==> src/rtl/chunk_serial_adder.sv <==
// Multi-cycle adder: sums two WIDTH-bit operands CHUNK bits per clock with a start/busy/done handshake.
// Optional macro ADD_SUB_EN adds a subtract mode (input sub) and signed-overflow flag (output ovf).
module chunk_serial_adder #(
    parameter int WIDTH = 32,
    parameter int CHUNK = 8
) (
    input  logic             clk,
    input  logic             rst,
    input  logic             start,
    input  logic [WIDTH-1:0] a,
    input  logic [WIDTH-1:0] b,
    input  logic             cin,
`ifdef ADD_SUB_EN
    input  logic             sub,
    output logic             ovf,
`endif
    output logic             busy,
    output logic             done,
    output logic [WIDTH-1:0] sum,
    output logic             cout
);

    localparam int NCHUNK = WIDTH / CHUNK;
    localparam int CW     = (NCHUNK > 1) ? $clog2(NCHUNK) : 1;

    typedef enum logic [1:0] {IDLE, RUN, DONE} state_t;

    state_t           state, state_nx;
    logic [WIDTH-1:0] a_q, b_q, partial, partial_nx;
    logic [WIDTH-1:0] b_in;
    logic             carry_q, c_in;
    logic [CW-1:0]    cnt;
    logic [CHUNK:0]   csum;
    logic             last, load;

    // Subtraction is a + ~b + 1, so invert B and force the carry at capture time.
`ifdef ADD_SUB_EN
    assign b_in = sub ? ~b : b;
    assign c_in = sub ? 1'b1 : cin;
`else
    assign b_in = b;
    assign c_in = cin;
`endif

    assign busy = (state == RUN);
    assign done = (state == DONE);
    assign last = (cnt == CW'(NCHUNK - 1));

    always_comb begin
        csum = {1'b0, a_q[int'(cnt)*CHUNK +: CHUNK]}
             + {1'b0, b_q[int'(cnt)*CHUNK +: CHUNK]}
             + {{CHUNK{1'b0}}, carry_q};
        partial_nx = partial;
        partial_nx[int'(cnt)*CHUNK +: CHUNK] = csum[CHUNK-1:0];
    end

    always_comb begin
        state_nx = state;
        load     = 1'b0;
        case (state)
            IDLE, DONE: begin
                if (start) begin
                    load     = 1'b1;
                    state_nx = RUN;
                end else begin
                    state_nx = IDLE;
                end
            end
            RUN:     if (last) state_nx = DONE;
            default: state_nx = IDLE;
        endcase
    end

    always_ff @(posedge clk or posedge rst) begin
        if (rst) state <= IDLE;
        else     state <= state_nx;
    end

    // Result registers move only on the completing edge so partial sums never leak out.
    always_ff @(posedge clk or posedge rst) begin
        if (rst) begin
            a_q     <= '0;
            b_q     <= '0;
            carry_q <= 1'b0;
            cnt     <= '0;
            partial <= '0;
            sum     <= '0;
            cout    <= 1'b0;
`ifdef ADD_SUB_EN
            ovf     <= 1'b0;
`endif
        end else if (load) begin
            a_q     <= a;
            b_q     <= b_in;
            carry_q <= c_in;
            cnt     <= '0;
            partial <= '0;
        end else if (state == RUN) begin
            partial <= partial_nx;
            carry_q <= csum[CHUNK];
            cnt     <= cnt + CW'(1);
            if (last) begin
                sum  <= partial_nx;
                cout <= csum[CHUNK];
`ifdef ADD_SUB_EN
                ovf  <= (a_q[WIDTH-1] == b_q[WIDTH-1]) && (partial_nx[WIDTH-1] != a_q[WIDTH-1]);
`endif
            end
        end
    end

endmodule
==> config.mk <==
export PLATFORM = sky130hd
export DESIGN_NAME = chunk_serial_adder
export DESIGN_NICKNAME = d
export VERILOG_FILES = /design/src/rtl/chunk_serial_adder.sv
export SDC_FILE = /design/constraint.sdc
export NUM_CORES = 1
export LEC_CHECK = 0
export BUFFER_PORTS_ARGS = -buffer_cell sky130_fd_sc_hd__buf_4
export CAP_MARGIN = 10
export CORE_ASPECT_RATIO = 0.7
export CORE_MARGIN = 3
export CORE_UTILIZATION = 50
export DETAILED_ROUTE_END_ITERATION = 6
export GPL_ROUTABILITY_DRIVEN = 1
export GPL_TIMING_DRIVEN = 0
export PLACE_DENSITY_LB_ADDON = 0.25
export SLEW_MARGIN = 20
export SYNTH_ARGS = -nofsm -noshare
export SYNTH_HDL_FRONTEND = slang
export SYNTH_SLANG_ARGS = --single-unit
==> constraint.sdc <==
create_clock -name clk -period 4.92 [get_ports clk]
set_clock_uncertainty 0.1 [all_clocks]
set_input_delay 0 -clock clk [delete_from_list [all_inputs] [get_ports clk]]
set_output_delay 0 -clock clk [all_outputs]
set_load 0.03 [all_outputs]
==> impl_summary.md, run 1 <==
Status
The run finished with clean final reports.

Die
The die height is 98.1 um. The full die area is 13500 um2. The core region is 11400 um2. The horizontal die dimension is 138 um. The I/O pin count is 103. The starting density of the core is 53.1%. After floorplanning, the core was divided into 32 placement rows.

Synthesis
The mean area per synthesized cell is 12.9 um2. The number of warnings issued by yosys is 0. The share of the yosys chip area belonging to registers is 55.4%. The distinct cell type count of the synthesized netlist is 39.

Yosys mapped a number of flops with a built-in enable equal to 0. The register bit total from synthesis is 134. The fraction of registers with async set or reset after synthesis is 100%. When the netlist entered floorplanning its net count stood at 553.

After synthesis the cells add up to 6060 um2. Synthesis handed over a netlist of 470 instances. The primary flip-flop cell chosen by synthesis mapping is sky130_fd_sc_hd__dfrtp_1.

Cells and area
Once layout is done, the placed cells without fillers occupy 8330 um2. The area occupied by registers is 3350 um2. The repair_antennas step left the layout with diodes totalling 0. The most frequent standard cell in the layout excluding fill and tap cells is sky130_fd_sc_hd__dfrtp_1. The fraction of layout instances using a drive strength above 1 is 35.8%.

The multi-input combinational cells in the finished layout cover a total of 2550 um2. The count of fill cells added during filler insertion is 766. The area growth from synthesis to layout is 37.5%. In the layout the commonest cells are sky130_fd_sc_hd__dfrtp_1, sky130_fd_sc_hd__buf_4, sky130_fd_sc_hd__dlygate4sd3_1. The number of nets at the end of the flow is 741.

The finished layout holds 824 standard cells, fillers aside. The final core area utilization is 73.0%.

Power and ir drop
The maximum ir drop on the vdd rail is 0.566 mV. The sequential share of power is 28.1%. The power density over the cells is 818 nW/um2. The static leakage is 0.00373 uW.

The internal power of the cells totals 3800 uW. The combinational share of power is 52.7%. Summed over all nets, the switching power comes to 3010 uW. In this run switching power makes up 44.2% of total power. In this run, the clock network consumes 19.1% of the power.

Clock tree
The clock drives 134 sinks. Clock-pin slew was measured on the worst setup and hold paths at 60 ps. After clock tree synthesis, the repair step resized 0 gates. The master cell of the clock root buffer is sky130_fd_sc_hd__clkbuf_16. The number of buffers added by the clock tree synthesis step is 17. The clock passes through at most 2 buffers. The H-tree depth reported by CTS is 4. TritonCTS built the clock tree.

The clock latency on the worst-skew pair is 420 ps.

Timing
Setup violations remaining at the end of the flow were counted as 0. The minimum clock period after layout is 3910 ps. The total count of max-transition violations in the final report is 0. The worst slew margin relative to its limit is 33.5%.

After routing, the total negative slack on setup checks comes to 0 ps. The number of hold-slack violations in the final timing report is 0. Setup repair after global routing left no endpoint under its margin. Based on the critical path, the design can be clocked at up to 0.256 GHz. The slew of the pin with the lowest slew margin is 990 ps. The worst path uses 79.4% of the clock period.

GRT
The first-pass GRT wire length is 26.2 mm. The initial antenna violation count is 0. The via count of the first global-routing pass is 5012.

The residual overflow from global routing is 0. The maximum number of pins on one net before global-route repair is 82. The overall routing resource usage is 25.5%.

Placed design
After detailed placement, the total cell area comes to 7050 um2. The number of input and output port buffers inserted is 102. The number of placed instances, taps included, is 726. The detailed placement HPWL is 10.9 mm. Routability-driven placement finished with a final weighted congestion of 0.807.

Run
The total of max-cap violations is 0.

Worst setup path
STA classifies the critical path endpoint as a register. STA classifies the critical path startpoint as a register. The critical path is of the register to register type. The critical path arrival is 4060 ps. Of all nets on the critical path, the largest fanout is 10. The endpoint required time on the critical path is 5080 ps.

Drt
The number of nets still failing antenna checks after routing is 0. Wires add up to 16.3 mm. For this block, the via count after detailed routing is 4730. Using the TritonRoute via totals, the vias-per-cell ratio works out to 5.74. The detailed-route wire length per cell is 19.8 um.

The detailed-route DRC error count is 0. The pre-antenna-repair detailed-routing pass consisted of 5 iterations. The number of DRC violations after detailed-routing iteration 0 is 280.

Min path
The kind of path behind the tightest hold check is input port to asynchronous set/reset pin.
-- state kept, by name (all words and copies together) (netlist names) --
signal and flops:
carry_q 1, partial 32, cout 1, cnt 2
b_q 32, state 2, sum 32, a_q 32
-- path summary, 6_finish.rpt --
| path | start | end | slack [ps] | cells after the start |
|---|---|---|---|---|
| max | cnt[0] | sum[6] | 1010 | 8 |
| min | rst | cout | 50 | 3 |
| max reg2reg | cnt[0] | sum[6] | 1010 | 8 |
| min reg2reg | sum[20] | sum[20] | 380 | 2 |
| max in group asynchronous | rst | partial[2] | 3950 | 4 |
| min in group clk | b[18] | b_q[18] | 250 | 3 |
-- per-layer routing --
layer / share of wire [%] / routed length, um / global-route usage, %
met1: 45 / 7390 / 36.4
met2: 46 / 7500 / 38.8
met3: 7.1 / 1160 / 7.62
met4: 1.5 / 243 / 6.06
met5: 0 / 0 / 0
-- critical path: stages, from the launching register on --
cell and delay, ps:
sky130_fd_sc_hd__dfrtp_1 530, sky130_fd_sc_hd__buf_2 430, sky130_fd_sc_hd__mux4_2 610, sky130_fd_sc_hd__fa_1 470, sky130_fd_sc_hd__fa_1 430, sky130_fd_sc_hd__a21o_1 220, sky130_fd_sc_hd__a221oi_2 300, sky130_fd_sc_hd__xnor2_1 420
sky130_fd_sc_hd__o21ai_0 220
-- cell families (layout without fill, tap and decap cells) --
group                      count (synthesis)  count (layout)  synth area share (%)
xor gates and xnor gates                   5               5                 0.847
buffers and inverters                     36             237                  2.50
AOI/OAI and AO/OA                        108             108                  11.8
adders and majority gates                 15              15                  3.35
muxes                                     80              80                  17.9
DFF                                      134             134                  55.4
and+or+nand+nor                           92              92                  8.33
-- stage by stage --
step                hold slack (ps)  setup WS, ps  power [uW]
global route                   87.2           799        7240
finish                         52.8          1010        6810
detailed placement            -67.9          1060        5410
floorplan                      51.7          1240        4300
CTS                            54.7          1020        6780
global placement                133         -76.5        5280
-- final cells by class --
type	count	area share, %
Sequential cell	134	40.3
Multi-Input combinational cell	300	30.6
Timing Repair Buffer	169	17.5
Clock buffer	18	5.28
Tap cell	153	2.30
Clock inverter	14	2.13
Buffer	23	1.23
Inverter	13	0.676
-- timing repair --
action	in CTS	in global routing
hold buffers	66	0
endpoints found under the hold margin	199	0
setup buffers	0	0
-- synth_stat cells (2+ instances only) --
cell type,instances,area [um2]
sky130_fd_sc_hd__a21oi_1,28,140
sky130_fd_sc_hd__buf_2,13,65.1
sky130_fd_sc_hd__mux2_2,64,721
sky130_fd_sc_hd__fa_1,2,40.0
sky130_fd_sc_hd__nor4_2,2,25.0
sky130_fd_sc_hd__buf_1,3,11.3
sky130_fd_sc_hd__clkbuf_1,7,26.3
sky130_fd_sc_hd__o21ai_1,7,35.0
sky130_fd_sc_hd__a22o_1,25,219
sky130_fd_sc_hd__o21bai_1,3,22.5
sky130_fd_sc_hd__a21o_1,3,22.5
sky130_fd_sc_hd__and3_1,2,12.5
sky130_fd_sc_hd__mux4_2,16,360
sky130_fd_sc_hd__nor3b_1,7,52.6
sky130_fd_sc_hd__dfrtp_1,134,3350
sky130_fd_sc_hd__ha_1,13,163
sky130_fd_sc_hd__inv_2,3,11.3
sky130_fd_sc_hd__inv_1,10,37.5
sky130_fd_sc_hd__nand2_1,31,116
sky130_fd_sc_hd__o21ai_0,26,130
sky130_fd_sc_hd__nor2b_1,14,87.6
sky130_fd_sc_hd__nor2_1,26,97.6
sky130_fd_sc_hd__a221oi_1,12,105
sky130_fd_sc_hd__and2_1,2,12.5
sky130_fd_sc_hd__xnor2_1,3,26.3
-- power by group through the flow --
stage	sequential, uW	combinational (uW)	clock [uW]
after global routing	1970	3900	1370
after detailed placement	1910	3490	0
after global placement	1880	3410	0
final	1910	3590	1300
after CTS	1910	3560	1320
after floorplan	2050	2240	0
No activity file was read; power rests on OpenSTA's default activity.
==> inputs of run 2 (changes only) <==
==> constraint.sdc (replaced) <==
create_clock -name clk -period 4.03 [get_ports clk]
set_clock_uncertainty 0.1 [all_clocks]
set_input_delay 0 -clock clk [delete_from_list [all_inputs] [get_ports clk]]
set_output_delay 0 -clock clk [all_outputs]
set_load 0.03 [all_outputs]
==> impl_summary.md, run 2 (synthesis results as in run 1) <==
Timing
Setup violations remaining at the end of the flow were counted as 0. The worst-case hold slack is 53.2 ps. The post-route clock period utilization is 95.7%. The number of hold-slack violations in the final timing report is 0. The maximum clock frequency is 0.259 GHz. The minimum clock period after layout is 3860 ps. The total negative setup slack is 0 ps. Headroom to the max-slew limit came out at 32.2%.

Setup repair after global routing left no endpoint under its margin. The slew of the pin with the lowest slew margin is 1010 ps. The total count of max-transition violations in the final report is 0.

Drt
The detailed-route wire length per cell is 19.7 um. The detailed-route DRC error count is 0. The final layout contains routed wiring with a total length of 16.3 mm. Once detail routing completed, the nets flagged for antenna violations numbered 0.

The number of DRC violations after detailed-routing iteration 0 is 303. Summing over every cut layer, the via total after detailed routing is 4711. The via density per instance is 5.72. The first detailed-routing pass ran for 4 iterations.

Die
From left edge to right edge, the die measures 138 um. The cell row count is 32. The I/O pin count is 103. The core box area is 11400 um2.

The initial utilization of the core area, before any placement, comes to 53.1%. The floorplan step defined a die boundary enclosing 13500 um2. The die is 98.1 um tall.

Run
Across the run, the number of max-cap violations was 0.

Power and ir drop
Summed over all cells, the static leakage comes to 0.00374 uW. For this design the ratio of total power to cell area is 1000 nW/um2. The maximum ir drop on the vdd rail is 0.714 mV.

Placed design
At the end of routability-driven placement, the weighted congestion stood at 0.807. After legalization and detailed placement, the total HPWL measured 10.9 mm. The total placed instance area is 7050 um2.

The number of input and output port buffers inserted is 102.

Cells and area
After routing the design area is 8340 um2. The repair_antennas step left the layout with diodes totalling 0. For this run, the post-layout net count is 741. The area growth from synthesis to layout is 37.6%. The most frequent standard cell in the layout excluding fill and tap cells is sky130_fd_sc_hd__dfrtp_1. The post-route netlist has 35.9% of its cells at a drive strength greater than 1.

In the layout the commonest cells are sky130_fd_sc_hd__dfrtp_1, sky130_fd_sc_hd__buf_4, sky130_fd_sc_hd__dlygate4sd3_1. After filler insertion, the fill cell instance count of the layout stands at 762.

Worst setup path
In this run the worst path has a maximum fanout of 10. The worst setup path is captured at a register. The count of cells along the worst register-to-register path is 9. The startpoint class of the critical path is a register. The start-to-end type of the worst setup path is register to register. Data on the critical path arrives at its endpoint at 4030 ps. The endpoint required time on the critical path is 4200 ps.

GRT
The first global-routing pass estimated 26.2 mm of wire. The overall routing resource usage is 25.5%. After global routing the overflow that remains totals 0. Entering global routing, the biggest net connects 82 pins. The initial antenna violation count is 0. The via count of the first global-routing pass is 5012.

Clock tree
No sink is reached through more buffers than the 2 on the longest clock path. The tree is rooted in a sky130_fd_sc_hd__clkbuf_16. Clock-pin slew was measured on the worst setup and hold paths at 60 ps. The later pin in the worst-skew pair is clocked with a latency of 410 ps.

The number of setup buffers added after CTS is 0. The H-tree depth reported by CTS is 4. The clock sink total is 134. TritonCTS built the clock tree. The number of buffers added by the clock tree synthesis step is 17.

Status
The flow ran to the end, and the final reports show no timing, DRC or antenna violations.

Min path
The kind of path behind the tightest hold check is input port to asynchronous set/reset pin.
run 2: area by class of cell:
class	instances	area, um2	area share, %
clock buffer	18	439	5.27
sequential	134	3350	40.2
buffer	23	105	1.26
timing repair buffer	169	1450	17.4
tap	153	191	2.30
clock inverter	14	178	2.13
inverter	13	56.3	0.675
multi-input combinational	300	2560	30.7
run 2: worst paths after layout:
kind,endpoint,startpoint,slack [ps]
max in group asynchronous,b_q[17],rst,3060
hold / removal,cout,rst,50
hold reg to reg,sum[20],sum[20],380
setup / recovery,sum[15],cnt[1],170
min in group clk,b_q[18],b[18],250
setup reg to reg,sum[15],cnt[1],170
run 2: worst max-delay path, stage by stage (launching register included):
cell and delay (ps):
sky130_fd_sc_hd__dfrtp_1 410, sky130_fd_sc_hd__clkbuf_1 530, sky130_fd_sc_hd__buf_1 600, sky130_fd_sc_hd__mux4_2 410, sky130_fd_sc_hd__ha_1 370, sky130_fd_sc_hd__a21o_1 200, sky130_fd_sc_hd__o21bai_1 230, sky130_fd_sc_hd__and4b_1 280
sky130_fd_sc_hd__nor3_4 400, sky130_fd_sc_hd__o21ai_0 170
run 2: metrics by stage:
step                worst slack, ps  std cells  power, uW  utilization, %
floorplan                       347        470       5240               -
global placement               -966        725       6450            61.5
detailed placement              172        726       6600            61.8
CTS                             125        824       8280            73.0
global route                   23.6        824       8880            73.0
finish                          174        824       8360            73.0
run 2: where the power goes:
group          internal [uW]  leakage [uW]  switching [uW]
Clock                    992      0.000277             600
Combinational           1700       0.00178            2730
Sequential              1980       0.00168             361
run 2: layer usage:
layer | global-route usage, % | up-vias | share of wire [%]
met5 | 0 | - | 0
met4 | 6.06 | 0 | 1.2
met3 | 7.62 | 18 | 6.6
met2 | 38.8 | 163 | 46
met1 | 36.4 | 2434 | 46
li1 | - | 2096 | -
run 2: repair_timing:
action | in CTS | in global routing
hold buffers | 66 | 0
hold endpoints to repair | 199 | 0
setup endpoints to repair | 0 | 10
resized for setup | 0 | 2
==> inputs of run 3 (changes only) <==
--- a/config.mk
+++ b/config.mk
@@ -8,7 +8,6 @@
 export BUFFER_PORTS_ARGS = -buffer_cell sky130_fd_sc_hd__buf_4
 export CAP_MARGIN = 10
 export CORE_ASPECT_RATIO = 0.7
-export CORE_MARGIN = 3
 export CORE_UTILIZATION = 50
 export DETAILED_ROUTE_END_ITERATION = 6
 export GPL_ROUTABILITY_DRIVEN = 1
==> impl_summary.md, run 3 (synthesis results as in run 1) <==
Status
The flow ran to the end, and the final reports show no timing, DRC or antenna violations.

Die
The die is 134 um wide. The full die area is 12600 um2. The total area inside the core boundary comes to 11800 um2.

From bottom edge to top edge, the die measures 94.1 um. The starting density of the core is 51.5%. The I/O pin count is 103. The cell row count is 33.

Power and ir drop
The sequential share of power is 27.9%. IR analysis of the VDD net gives a maximum drop of 0.694 mV. In this run the power density over the cells is 1000 nW/um2. In this run the power spent charging and discharging nets is 3650 uW.

In this run the static leakage power is 0.00376 uW. The total power consumption of the routed design is 8370 uW. The portion of total power attributed to the clock network is 19.6%. The switching fraction of total power is 43.6%. The cell-internal power is 4720 uW.

The combinational share of power is 52.5%.

Worst setup path
The startpoint class of the critical path is a register. Measured in cells, the most critical reg-to-reg path has a length of 9. Data on the critical path arrives at its endpoint at 4020 ps. The start-to-end type of the worst setup path is register to register. Of all nets on the critical path, the largest fanout is 10. Data on the critical path is required at its endpoint by 4200 ps.

The endpoint identified for the worst register-to-register timing path is sum[23]. The delay contributed by the slowest stage of the critical path is 600 ps. The critical path ends at sum[23]. STA classifies the critical path endpoint as a register.

The start point of the critical path is cnt[1]. In this run the critical register-to-register path is launched from cnt[1]. The worst register-to-register path has a setup slack of 190 ps.

The signal on the critical path passes through clkbuf_1 > buf_1 > mux4_2 > ha_1 > a21o_1 > o21bai_1 > and4b_1 > nor3_4 > o21ai_0. The cell with the largest stage delay on the worst path is sky130_fd_sc_hd__buf_1.

Placed design
Detailed placement ended at an HPWL of 10.5 mm. The number of input and output port buffers inserted is 102. The routability-driven placement congestion ratio is 0.816.

Drt
The highest signal layer in the routed design is met4. After the first detailed-routing iteration, the DRC count stood at 263. The met2 wire length is 7.13 mm. For this run, the detailed router's first-pass iteration total came to 5. Once detail routing completed, the nets flagged for antenna violations numbered 0. The via density per instance is 5.58.

Wire segments on met3 add up to 1.01 mm in the final route. The met1 wire length is 7.21 mm. The detailed router placed 4625 vias in this run. The detailed-route wire length per cell is 18.7 um. The detailed-route DRC error count is 0.

After detailed routing, the total wire length is 15.5 mm.

Cells and area
The area growth from synthesis to layout is 38.1%. The count of fill cells added during filler insertion is 797. The net count of the finished layout is 742. Leaving out fill and tap cells, the most frequent cell in the layout is sky130_fd_sc_hd__dfrtp_1. Cells with a size suffix above 1 make up 35.9% of the layout.

The repair_antennas step left the layout with diodes totalling 0. In the layout the commonest cells are sky130_fd_sc_hd__dfrtp_1, sky130_fd_sc_hd__buf_4, sky130_fd_sc_hd__dlygate4sd3_1.

Timing
The worst-case hold slack is 250 ps. The worst slew margin relative to its limit is 40.7%. The total of endpoints with negative setup slack in the final report is 0. The total negative setup slack is 0 ps. For the pin with the worst max-slew slack, the measured transition is 882 ps. The number of hold-slack violations in the final timing report came to 0.

Derived from the worst setup path, the maximum achievable clock frequency is 0.260 GHz. The smallest clock period supported by the final layout is computed as 3840 ps. The total count of max-transition violations in the final report came to 0.

Setup repair after global routing left no endpoint under its margin. The post-route clock period utilization is 95.4%.

Clock tree
Buffers added to address setup during post-CTS repair amount to 0. The H-tree depth reported by CTS is 4. The number of buffers added by the clock tree synthesis step is 17. The clock latency on the worst-skew pair is 420 ps.

For this design, the sink count on the clock tree is 134. The clock transition time at the flip-flop clock pins of the worst setup and hold paths is 60 ps. The maximum number of buffers from clock root to sink is 2. The clock tree from TritonCTS is yes. The cell sitting at the root of the clock tree is a sky130_fd_sc_hd__clkbuf_16.

GRT
The initial antenna violation count was 0. Entering global routing, the biggest net connects 112 pins. After global routing the overflow that remains totals 0. The first global-routing pass estimated 25.4 mm of wire.

The overall routing resource usage is 27.3%. The via count of the first global-routing pass was 4801.

Run
The total of max-cap violations is 0.

Min path
Along the worst hold path, the cell count comes to 3. The kind of path behind the tightest hold check is input port to register.
run 3: changes by cell type in the layout (fill, tap and decap cells not counted), sizes merged:
cell,change
clkinv,+3
clkinvlp,-4
inv,-1
dlygate4sd3,+1
bufinv,+1
clkbuf,+1
run 3: power groups by stage:
stage	logic [uW]	clock network, uW	registers [uW]
6_report	4390	1640	2340
5_1_grt	4780	1720	2410
4_1_cts	4340	1650	2330
3_5_place_dp	4240	0	2340
3_3_place_gp	4120	0	2300
2_1_floorplan	2740	0	2500
run 3: worst min-delay path by stage:
stage | startpoint | endpoint | slack [ps]
floorplan | a[27] | a_q[27] | 50
CTS | b[17] | b_q[17] | 240
global placement | a[3] | a_q[3] | 130
detailed placement | rst | a_q[1] | -150
global route | b[18] | b_q[18] | 250
finish | b[27] | b_q[27] | 250
run 3: cell type report:
cell class | instances | area [um2] | share of cell area [%]
clock inverter | 13 | 180 | 2.15
tap | 157 | 196 | 2.35
timing repair buffer | 170 | 1460 | 17.5
clock buffer | 19 | 443 | 5.30
inverter | 13 | 56.3 | 0.673
buffer | 23 | 105 | 1.26
sequential | 134 | 3350 | 40.1
multi-input combinational | 300 | 2560 | 30.7
run 3: worst max-delay path: cells and delay by family, from the launching register on:
kind | cells | cell delay, ps
AO/OA/AOI/OAI | 3 | 610
adder cells (fa/ha/maj) | 1 | 350
buffers and inverters | 2 | 1130
flip-flops | 1 | 390
multiplexers | 1 | 440
AND/OR/NAND/NOR | 2 | 670
run 3: metrics by stage:
step,instance area [um2],setup slack (ps),instances,utilization [%]
2_1_floorplan,6060,347,470,-
3_3_place_gp,7020,-951,729,59.6
3_5_place_dp,7050,176,730,59.9
4_1_cts,8350,130,829,70.9
5_1_grt,8360,11.9,829,71.1
6_report,8360,186,829,71.1
run 3: what timing repair did:
item / in CTS / in global routing
endpoints found under the hold margin: 199 / 0
setup endpoints to repair: 0 / 9
resized for setup: 0 / 3
hold buffers: 67 / 0
run 3: metal layers:
metal / up-vias / GRT usage, %
met5: - / 0
met4: 0 / 7.48
met3: 18 / 7.55
met2: 162 / 41.7
met1: 2347 / 38.4
li1: 2098 / -
